## src/rtl/fifo_status.sv

```systemverilog
// Synchronous show-ahead FIFO with occupancy level, almost-full/almost-empty thresholds
// and sticky overflow/underflow error flags. Any DEPTH >= 2; pointers wrap explicitly.
module fifo_status #(
    parameter int unsigned DEPTH      = 8,
    parameter int unsigned DATA_WIDTH = 8,
    parameter int unsigned AF_LEVEL   = 6,
    parameter int unsigned AE_LEVEL   = 2
) (
    input  logic                          clk,
    input  logic                          rst,
    input  logic                          wren,
    input  logic [DATA_WIDTH-1:0]         i_data,
    input  logic                          rden,
    output logic [DATA_WIDTH-1:0]         o_data,
    output logic                          full,
    output logic                          empty,
    output logic                          almost_full,
    output logic                          almost_empty,
    output logic [$clog2(DEPTH+1)-1:0]    level,
    input  logic                          clr_err,
    output logic                          overflow,
    output logic                          underflow
);

    localparam int unsigned PTR_W = $clog2(DEPTH);
    localparam int unsigned LVL_W = $clog2(DEPTH + 1);

    logic [DATA_WIDTH-1:0] mem_q [DEPTH];

    logic [PTR_W-1:0] head_q, head_d;
    logic [PTR_W-1:0] tail_q, tail_d;
    logic [LVL_W-1:0] level_q, level_d;
    logic             full_q, full_d;
    logic             empty_q, empty_d;
    logic             af_q, af_d;
    logic             ae_q, ae_d;
    logic             ovf_q, ovf_d;
    logic             udf_q, udf_d;
    logic             rd_ok, wr_ok;

    // Pointer increment with explicit wrap so non-power-of-2 depths stay in range.
    function automatic logic [PTR_W-1:0] ptr_inc(input logic [PTR_W-1:0] p);
        if (p == PTR_W'(DEPTH - 1)) begin
            return '0;
        end
        return p + PTR_W'(1);
    endfunction

    always_comb begin
        rd_ok   = rden & ~empty_q;
        wr_ok   = wren & (~full_q | rden);
        head_d  = head_q;
        tail_d  = tail_q;
        level_d = level_q;
        ovf_d   = ovf_q;
        udf_d   = udf_q;

        if (rd_ok) begin
            head_d = ptr_inc(head_q);
        end
        if (wr_ok) begin
            tail_d = ptr_inc(tail_q);
        end
        if (wr_ok && !rd_ok) begin
            level_d = level_q + LVL_W'(1);
        end else if (rd_ok && !wr_ok) begin
            level_d = level_q - LVL_W'(1);
        end

        // A new error event in the same cycle as clr_err keeps the flag set.
        if (clr_err) begin
            ovf_d = 1'b0;
            udf_d = 1'b0;
        end
        if (wren && full_q && !rden) begin
            ovf_d = 1'b1;
        end
        if (rden && empty_q) begin
            udf_d = 1'b1;
        end

        full_d  = (level_d == LVL_W'(DEPTH));
        empty_d = (level_d == '0);
        af_d    = (level_d >= LVL_W'(AF_LEVEL));
        ae_d    = (level_d <= LVL_W'(AE_LEVEL));
    end

    always_ff @(posedge clk) begin
        if (rst) begin
            head_q  <= '0;
            tail_q  <= '0;
            level_q <= '0;
            full_q  <= 1'b0;
            empty_q <= 1'b1;
            af_q    <= 1'b0;
            ae_q    <= 1'b1;
            ovf_q   <= 1'b0;
            udf_q   <= 1'b0;
        end else begin
            head_q  <= head_d;
            tail_q  <= tail_d;
            level_q <= level_d;
            full_q  <= full_d;
            empty_q <= empty_d;
            af_q    <= af_d;
            ae_q    <= ae_d;
            ovf_q   <= ovf_d;
            udf_q   <= udf_d;
        end
    end

    // Storage is not reset; reset only blocks the write.
    always_ff @(posedge clk) begin
        if (!rst && wr_ok) begin
            mem_q[tail_q] <= i_data;
        end
    end

    assign o_data       = empty_q ? '0 : mem_q[head_q];
    assign full         = full_q;
    assign empty        = empty_q;
    assign almost_full  = af_q;
    assign almost_empty = ae_q;
    assign level        = level_q;
    assign overflow     = ovf_q;
    assign underflow    = udf_q;

endmodule

```

## config.mk

```make
export PLATFORM = sky130hd
export DESIGN_NAME = fifo_status
export DESIGN_NICKNAME = d
export VERILOG_FILES = /design/src/rtl/fifo_status.sv
export SDC_FILE = /design/constraint.sdc
export NUM_CORES = 1
export LEC_CHECK = 0
export CORE_MARGIN = 4
export CORE_UTILIZATION = 53
export CTS_BUF_LIST = sky130_fd_sc_hd__clkbuf_8
export CTS_CLUSTER_DIAMETER = 100
export CTS_CLUSTER_SIZE = 40
export DETAILED_ROUTE_END_ITERATION = 8
export GPL_TIMING_DRIVEN = 0
export PLACE_DENSITY = 0.84
export RECOVER_POWER = 25
export SYNTH_ARGS = -nofsm -noshare
export SYNTH_HDL_FRONTEND = slang
export SYNTH_SLANG_ARGS = --single-unit
```

## constraint.sdc

```tcl
create_clock -name clk -period 1.8 [get_ports clk]
set_clock_uncertainty 0.05 [all_clocks]
set_input_delay 0.27 -clock clk [delete_from_list [all_inputs] [get_ports clk]]
set_output_delay 0.27 -clock clk [all_outputs]
set_load 0.05 [all_outputs]
```

==> results of run 1 <==
-- final cells by class --
class | instances | area, um^2
plain buffers | 10 | 96.3
clock buffers | 9 | 124
clock inverters | 7 | 116
fillers | 388 | 1770
inverters | 6 | 22.5
multi-input cells | 109 | 1100
flip-flops and latches | 83 | 2310
well taps | 75 | 93.8
repair buffers | 34 | 385
-- metrics by stage --
stage	power, mW	setup WS [ps]	hold WS, ps	instances	utilization, %
5_1_grt	5.63	-509	223	333	70.6
2_1_floorplan	3.32	-4.19	319	209	-
4_1_cts	5.40	-430	178	331	69.2
3_3_place_gp	3.71	-791	407	312	62.9
3_5_place_dp	3.74	-814	422	312	62.9
6_report	5.41	-431	205	333	70.6
-- state kept, by name, indices dropped and copies added (netlist names), named ones only --
name          count
overflow          1
head_q            3
tail_q            3
underflow         1
empty             1
mem_q            64
almost_full       1
level             4
almost_empty      1
full              1
-- routing by layer --
metal | track usage, % | up-vias | part of all wire, %
met4 | 11.2 | 0 | 2.0
li1 | - | 883 | -
met2 | 29.8 | 42 | 50
met3 | 3.60 | 10 | 4.2
met5 | 0 | - | 0
met1 | 24.7 | 936 | 44
-- placed cells by master (no fill, tap or decap), types with 5 or more instances in the layout --
master,instances
sky130_fd_sc_hd__nor2_4,7
sky130_fd_sc_hd__mux4_2,16
sky130_fd_sc_hd__mux2i_1,8
sky130_fd_sc_hd__nand2b_1,9
sky130_fd_sc_hd__nor2_2,7
sky130_fd_sc_hd__nand2_1,5
sky130_fd_sc_hd__a21oi_1,7
sky130_fd_sc_hd__buf_6,13
sky130_fd_sc_hd__dfxtp_1,14
sky130_fd_sc_hd__dlygate4sd3_1,6
sky130_fd_sc_hd__dlygate4sd2_1,8
sky130_fd_sc_hd__clkbuf_8,9
sky130_fd_sc_hd__inv_1,6
sky130_fd_sc_hd__nor2_1,12
sky130_fd_sc_hd__edfxtp_1,64
sky130_fd_sc_hd__nor3_1,6
sky130_fd_sc_hd__ha_1,6
-- power groups by stage --
| stage | Clock (mW) | Sequential, mW | Combinational [mW] |
|---|---|---|---|
| floorplan | 0 | 2.47 | 0.859 |
| global placement | 0 | 2.28 | 1.43 |
| detailed placement | 0 | 2.28 | 1.46 |
| CTS | 1.59 | 2.24 | 1.57 |
| global route | 1.68 | 2.26 | 1.69 |
| finish | 1.57 | 2.24 | 1.60 |
-- how the worst max path moves through the flow --
stage               cells past startpoint          end  slack (ps)
finish                                  6    o_data[6]        -430
global route                            6    o_data[6]        -510
CTS                                     6    o_data[6]        -430
detailed placement                      5  mem_q[2][2]        -810
global placement                        5  mem_q[2][0]        -790
floorplan                               4  mem_q[2][0]          -4
-- worst max-delay path: cells and delay by family, from the launching register on --
family | cells | cell delay (ps)
buffers and inverters | 3 | 420
flip-flops | 1 | 330
multiplexers | 2 | 750
AND/OR/NAND/NOR | 1 | 50
-- repair_timing --
| action | CTS | global route |
|---|---|---|
| pin swaps | 2 | 6 |
| buffers inserted | 2 | 2 |
| resized for setup | 88 | 10 |
| endpoints found under the setup margin | 81 | 77 |
| cloned | 1 | 1 |
-- cells by family after synthesis --
group                      after synthesis
DFF                                     83
muxes                                   29
AOI/OAI and AO/OA                       14
and+or+nand+nor                         57
adders and majority gates                6
xor gates and xnor gates                 3
buffers and inverters                   17
==> reports/summary.json, run 1 <==
{
  "detailed_route_wire_length_um": 6440,
  "critical_path.max_stage_delay_ps": 550,
  "synth_fa_ha_area_share_pct": 2.24,
  "clock_latency_ps": 340,
  "cts_num_sinks": 83,
  "rsz0062_at_grt": "yes",
  "vias_per_cell": 5.62,
  "ys_seq_area_share_pct": 68.7,
  "outcome": "finished, violations left",
  "vias_in_the_first_global_route": 1917,
  "fraction_of_power_spent_switching_nets_pct": 31.1,
  "remaining_design_rule_violation_count": 0,
  "main_combinational_cell_family_by_area_after_synthesis": "multiplexers",
  "synthesis.nets": 228,
  "syn-mean-instance-area_um2": 16.0,
  "r2r_start": "empty",
  "worst_path_max_delay_cell": "sky130_fd_sc_hd__mux4_2",
  "final_max_slew_viol_count": 0,
  "grt_antenna_before_repair": 0,
  "worstPathArrival_ps": 1910,
  "power_density_nw_per_um2": 1270,
  "start_util_pct": 55.6,
  "yosys.cell_count.top_type": "sky130_fd_sc_hd__edfxtp_1",
  "placement.cell_area_um2": 3790,
  "cts-hold-fix-buffers": 0,
  "clk_path_buf_depth": 2,
  "grt_first_pass_wirelength_um": 10300,
  "setup.worst_path.class": "flop to output pin",
  "cts_inserted_buffers": 9,
  "finalSetupTns_ps": -3090,
  "most_instantiated_cells_after_synthesis": "sky130_fd_sc_hd__edfxtp_1 (64), sky130_fd_sc_hd__nor2_1 (26), sky130_fd_sc_hd__dfxtp_1 (19), sky130_fd_sc_hd__mux4_2 (16), sky130_fd_sc_hd__mux2i_1 (12)",
  "clockRootBuffer": "sky130_fd_sc_hd__clkbuf_8",
  "r2r_end": "full",
  "async_flop_share_pct": 0,
  "avgRoutedWirePerCell_um": 19.3,
  "post_synth_num_cell_types": 35,
  "antenna_left": 0,
  "cellInternalPower_mw": 3.73,
  "tritoncts_clock_tree": "done",
  "category_of_the_worst_setup_path_launch_point": "flop",
  "global_route.overflow_total": 0,
  "die_area_um2": 7660,
  "ys_top_cells_by_area": "sky130_fd_sc_hd__edfxtp_1 (57%), sky130_fd_sc_hd__dfxtp_1 (11%), sky130_fd_sc_hd__mux4_2 (11%), sky130_fd_sc_hd__mux2i_1 (3.6%), sky130_fd_sc_hd__nor2_1 (2.9%)",
  "global_route.usage.total_pct": 19.0,
  "cts.clk_slew.worst_paths_ps": 80,
  "synth_area_in_xor_xnor_pct": 0.784,
  "vdd_drop_max_mv": 0.791,
  "share_of_post_route_cells_with_drive_strength_above_1_pct": 32.6,
  "insertedDiodeCount": 0,
  "fin_crit_share_pct": 124,
  "ys_dominant_reg_cell": "sky130_fd_sc_hd__edfxtp_1",
  "cp.required_ps": 1480,
  "worstRegToRegCells": 6,
  "gpl.final_weighted_congestion": 0.756,
  "max_slew.worst_pin.slew_ps": 704,
  "timing.max_slew.rel_slack_pct": 53.0,
  "synth-compound-area-share_pct": 2.69,
  "largest_net_degree_at_the_start_of_global_routing": 15,
  "rows": 28,
  "synth_top_area_share_pct": 57.3,
  "fin_nets": 272,
  "failing_checks": "negative setup slack",
  "cp_cell_sequence": "buf_6, buf_12, mux4_2, mux2i_4, nor2_2, buf_6",
  "routed-via-count": 1871,
  "place.port_buffers": 28,
  "maxClockFrequency_ghz": 0.448,
  "post_synth_mux_area_share_pct": 14.7,
  "power.static_leakage_nw": 1.50,
  "synth-edff-count": 64,
  "layout_area_growth_over_synthesis_pct": 26.8,
  "max_cap_viol_count": 0,
  "synth-warning-count": 0,
  "synth-simple-area-share_pct": 8.25,
  "post_synthesis_instance_area_um2": 3350,
  "dp_hpwl_um": 3980,
  "switching_power_mw": 1.68,
  "power_frac_clock_pct": 29.0,
  "netlist.top_cell.by_area": "sky130_fd_sc_hd__edfxtp_1",
  "worst_hold_startpoint": "rden",
  "hold_end": "overflow",
  "syn_inst": 209,
  "setup_viol_count_final": 9,
  "die-width_um": 87.5,
  "final_period_minus_worst_setup_slack_ps": 2230,
  "first_iter_violations": 168,
  "seqPwrFrac_pct": 41.5,
  "htree_levels": 3,
  "report.final.hold_viol_count": 0,
  "core_region_area_um2": 6030,
  "die_h_um": 87.5,
  "postSynthRegisterBits": 83,
  "final_design_instance_area_without_fill_um2": 4250,
  "postLayoutSetupSlackWorst_ps": -431,
  "comb_power_share_pct": 29.6,
  "worst_hold_path_type": "input port to flop",
  "critical_path.endpoint_type": "output pin",
  "crit_path_frequent_cell": "sky130_fd_sc_hd__buf_6",
  "ff2ff_setup_slack_ps": 90,
  "i_o_pin_total": 31,
  "hold_depth": 3,
  "drt_pass1_iterations": 4,
  "critical_path.max_fanout": 5
}
No activity file was read; power rests on OpenSTA's default activity.
==> run 2: changes to the inputs <==
- REMOVE_ABC_BUFFERS: unset -> 1
==> reports/summary.json, run 2 (same netlist as run 1, synthesis figures left out) <==
{
  "power_density_nw_per_um2": 1220,
  "rsz0062_at_grt": "yes",
  "worstPathArrival_ps": 1900,
  "detailed_route_wire_length_um": 6570,
  "setup.worst_path.class": "flop to output pin",
  "outcome": "finished, violations left",
  "final_period_minus_worst_setup_slack_ps": 2220,
  "clock_latency_ps": 360,
  "first_iter_violations": 245,
  "placement.cell_area_um2": 3680,
  "gpl.final_weighted_congestion": 0.826,
  "vias_in_the_first_global_route": 1857,
  "global_route.usage.total_pct": 17.9,
  "drt_pass1_iterations": 4,
  "htree_levels": 3,
  "vdd_drop_max_mv": 0.711,
  "remaining_design_rule_violation_count": 0,
  "clockRootBuffer": "sky130_fd_sc_hd__clkbuf_8",
  "ff2ff_setup_slack_ps": 50,
  "timing.max_slew.rel_slack_pct": 60.3,
  "i_o_pin_total": 31,
  "largest_register_ffs": 64,
  "layout_area_growth_over_synthesis_pct": 21.2,
  "insertedDiodeCount": 0,
  "report.final.hold_viol_count": 0,
  "category_of_the_worst_setup_path_launch_point": "flop",
  "rows": 28,
  "start_util_pct": 55.6,
  "avgRoutedWirePerCell_um": 20.0,
  "worst_hold_path_type": "flop to flop",
  "cts.clk_slew.worst_paths_ps": 90,
  "setup_viol_count_final": 8,
  "routed-via-count": 1873,
  "antenna_left": 0,
  "cts_num_sinks": 83,
  "cp_cell_sequence": "buf_12, mux4_2, mux2i_1, nor2_1, buf_6",
  "die_h_um": 87.5,
  "maxClockFrequency_ghz": 0.451,
  "grt_antenna_before_repair": 0,
  "global_route.overflow_total": 0,
  "finalSetupTns_ps": -2580,
  "most-common-layout-cells": "sky130_fd_sc_hd__edfxtp_1 (64), sky130_fd_sc_hd__nor2_1 (20), sky130_fd_sc_hd__mux4_2 (16)",
  "critical_path.max_stage_delay_ps": 500,
  "power.static_leakage_nw": 1.42,
  "final_design_instance_area_without_fill_um2": 4060,
  "place.port_buffers": 30,
  "largest_register_by_flop_count": "mem_q",
  "core_region_area_um2": 6030,
  "power.total_mw": 4.96,
  "critical_path.max_fanout": 4,
  "die_area_um2": 7660,
  "critical_path.endpoint_type": "output pin",
  "max_slew.worst_pin.slew_ps": 595,
  "max_cap_viol_count": 0,
  "worst_path_max_delay_cell": "sky130_fd_sc_hd__mux4_2",
  "largest_net_degree_at_the_start_of_global_routing": 18,
  "dp_hpwl_um": 3890,
  "clk_path_buf_depth": 2,
  "share_of_post_route_cells_with_drive_strength_above_1_pct": 26.9,
  "fin_crit_share_pct": 123,
  "postLayoutSetupSlackWorst_ps": -418,
  "final_max_slew_viol_count": 0,
  "fin_nets": 267,
  "cts_inserted_buffers": 9,
  "die-width_um": 87.5,
  "cp.required_ps": 1480,
  "tritoncts_clock_tree": "done",
  "grt_first_pass_wirelength_um": 9770,
  "failing_checks": "negative setup slack",
  "most_common_cell_after_layout_fill_and_taps_aside": "sky130_fd_sc_hd__edfxtp_1",
  "vias_per_cell": 5.71
}
==> run 2: cell count changes in the layout (fill, tap and decap cells not counted), sizes merged <==
cell and change:
clkinv -2, clkinvlp +2, dlygate4sd2 +4, inv +3, dlygate4sd3 -1, dlymetal6s2s -1, clkbuf -4, bufinv -3
buf -3
==> run 2: what timing repair did <==
| item | 4_1_cts | 5_1_grt |
|---|---|---|
| pin swaps | 1 | 3 |
| setup endpoints to repair | 86 | 47 |
| hold buffers | 0 | 0 |
| setup buffers | 6 | 3 |
| resized for setup | 89 | 8 |
==> run 2: final timing paths <==
check / from / cells past startpoint / endpoint
worst max-delay path: flop / 5 / o_data[6]
worst min register to register: overflow / 2 / overflow
worst min-delay path: overflow / 2 / overflow
worst max register to register: full / 5 / mem_q[0][6]
==> run 2: routing by layer <==
metal / global-route usage, % / part of all wire (%) / vias up
li1: - / - / 867
met1: 22.5 / 38 / 927
met2: 29.7 / 53 / 73
met3: 3.78 / 7.5 / 6
met4: 8.37 / 0.94 / 0
met5: 0 / 0 / -
==> run 2: cell type report <==
class                      count  area (um^2)
fill                         390         1960
multi-input combinational    109         1050
sequential                    83         2320
inverter                       6         22.5
tap                           75         93.8
timing repair buffer          39          394
clock buffer                   9          124
clock inverter                 7         66.3
==> run 2: worst max-delay path: cells and delay by family, from the launching register on <==
family	cells	cell delay, ps
multiplexers	2	760
flip-flops	1	410
buffers and inverters	2	280
AND/OR/NAND/NOR	1	100
==> run 2: power breakdown <==
| part | internal, mW | leakage (nW) | total [mW] | switching (mW) |
|---|---|---|---|---|
| Combinational | 0.543 | 0.589 | 1.36 | 0.819 |
| Sequential | 2.17 | 0.736 | 2.32 | 0.148 |
| Clock | 0.539 | 0.0922 | 1.28 | 0.742 |
| Total | 3.26 | 1.42 | 4.96 | 1.71 |
==> run 2: per-stage QoR <==
step / instances / hold WS, ps / setup slack (ps) / utilization, %
6_report: 328 / 419 / -418 / 67.4
4_1_cts: 325 / 425 / -354 / 66.5
2_1_floorplan: 198 / 289 / -462 / -
3_3_place_gp: 303 / 405 / -1280 / 61.1
5_1_grt: 328 / 452 / -494 / 67.4
3_5_place_dp: 303 / 418 / -1350 / 61.1
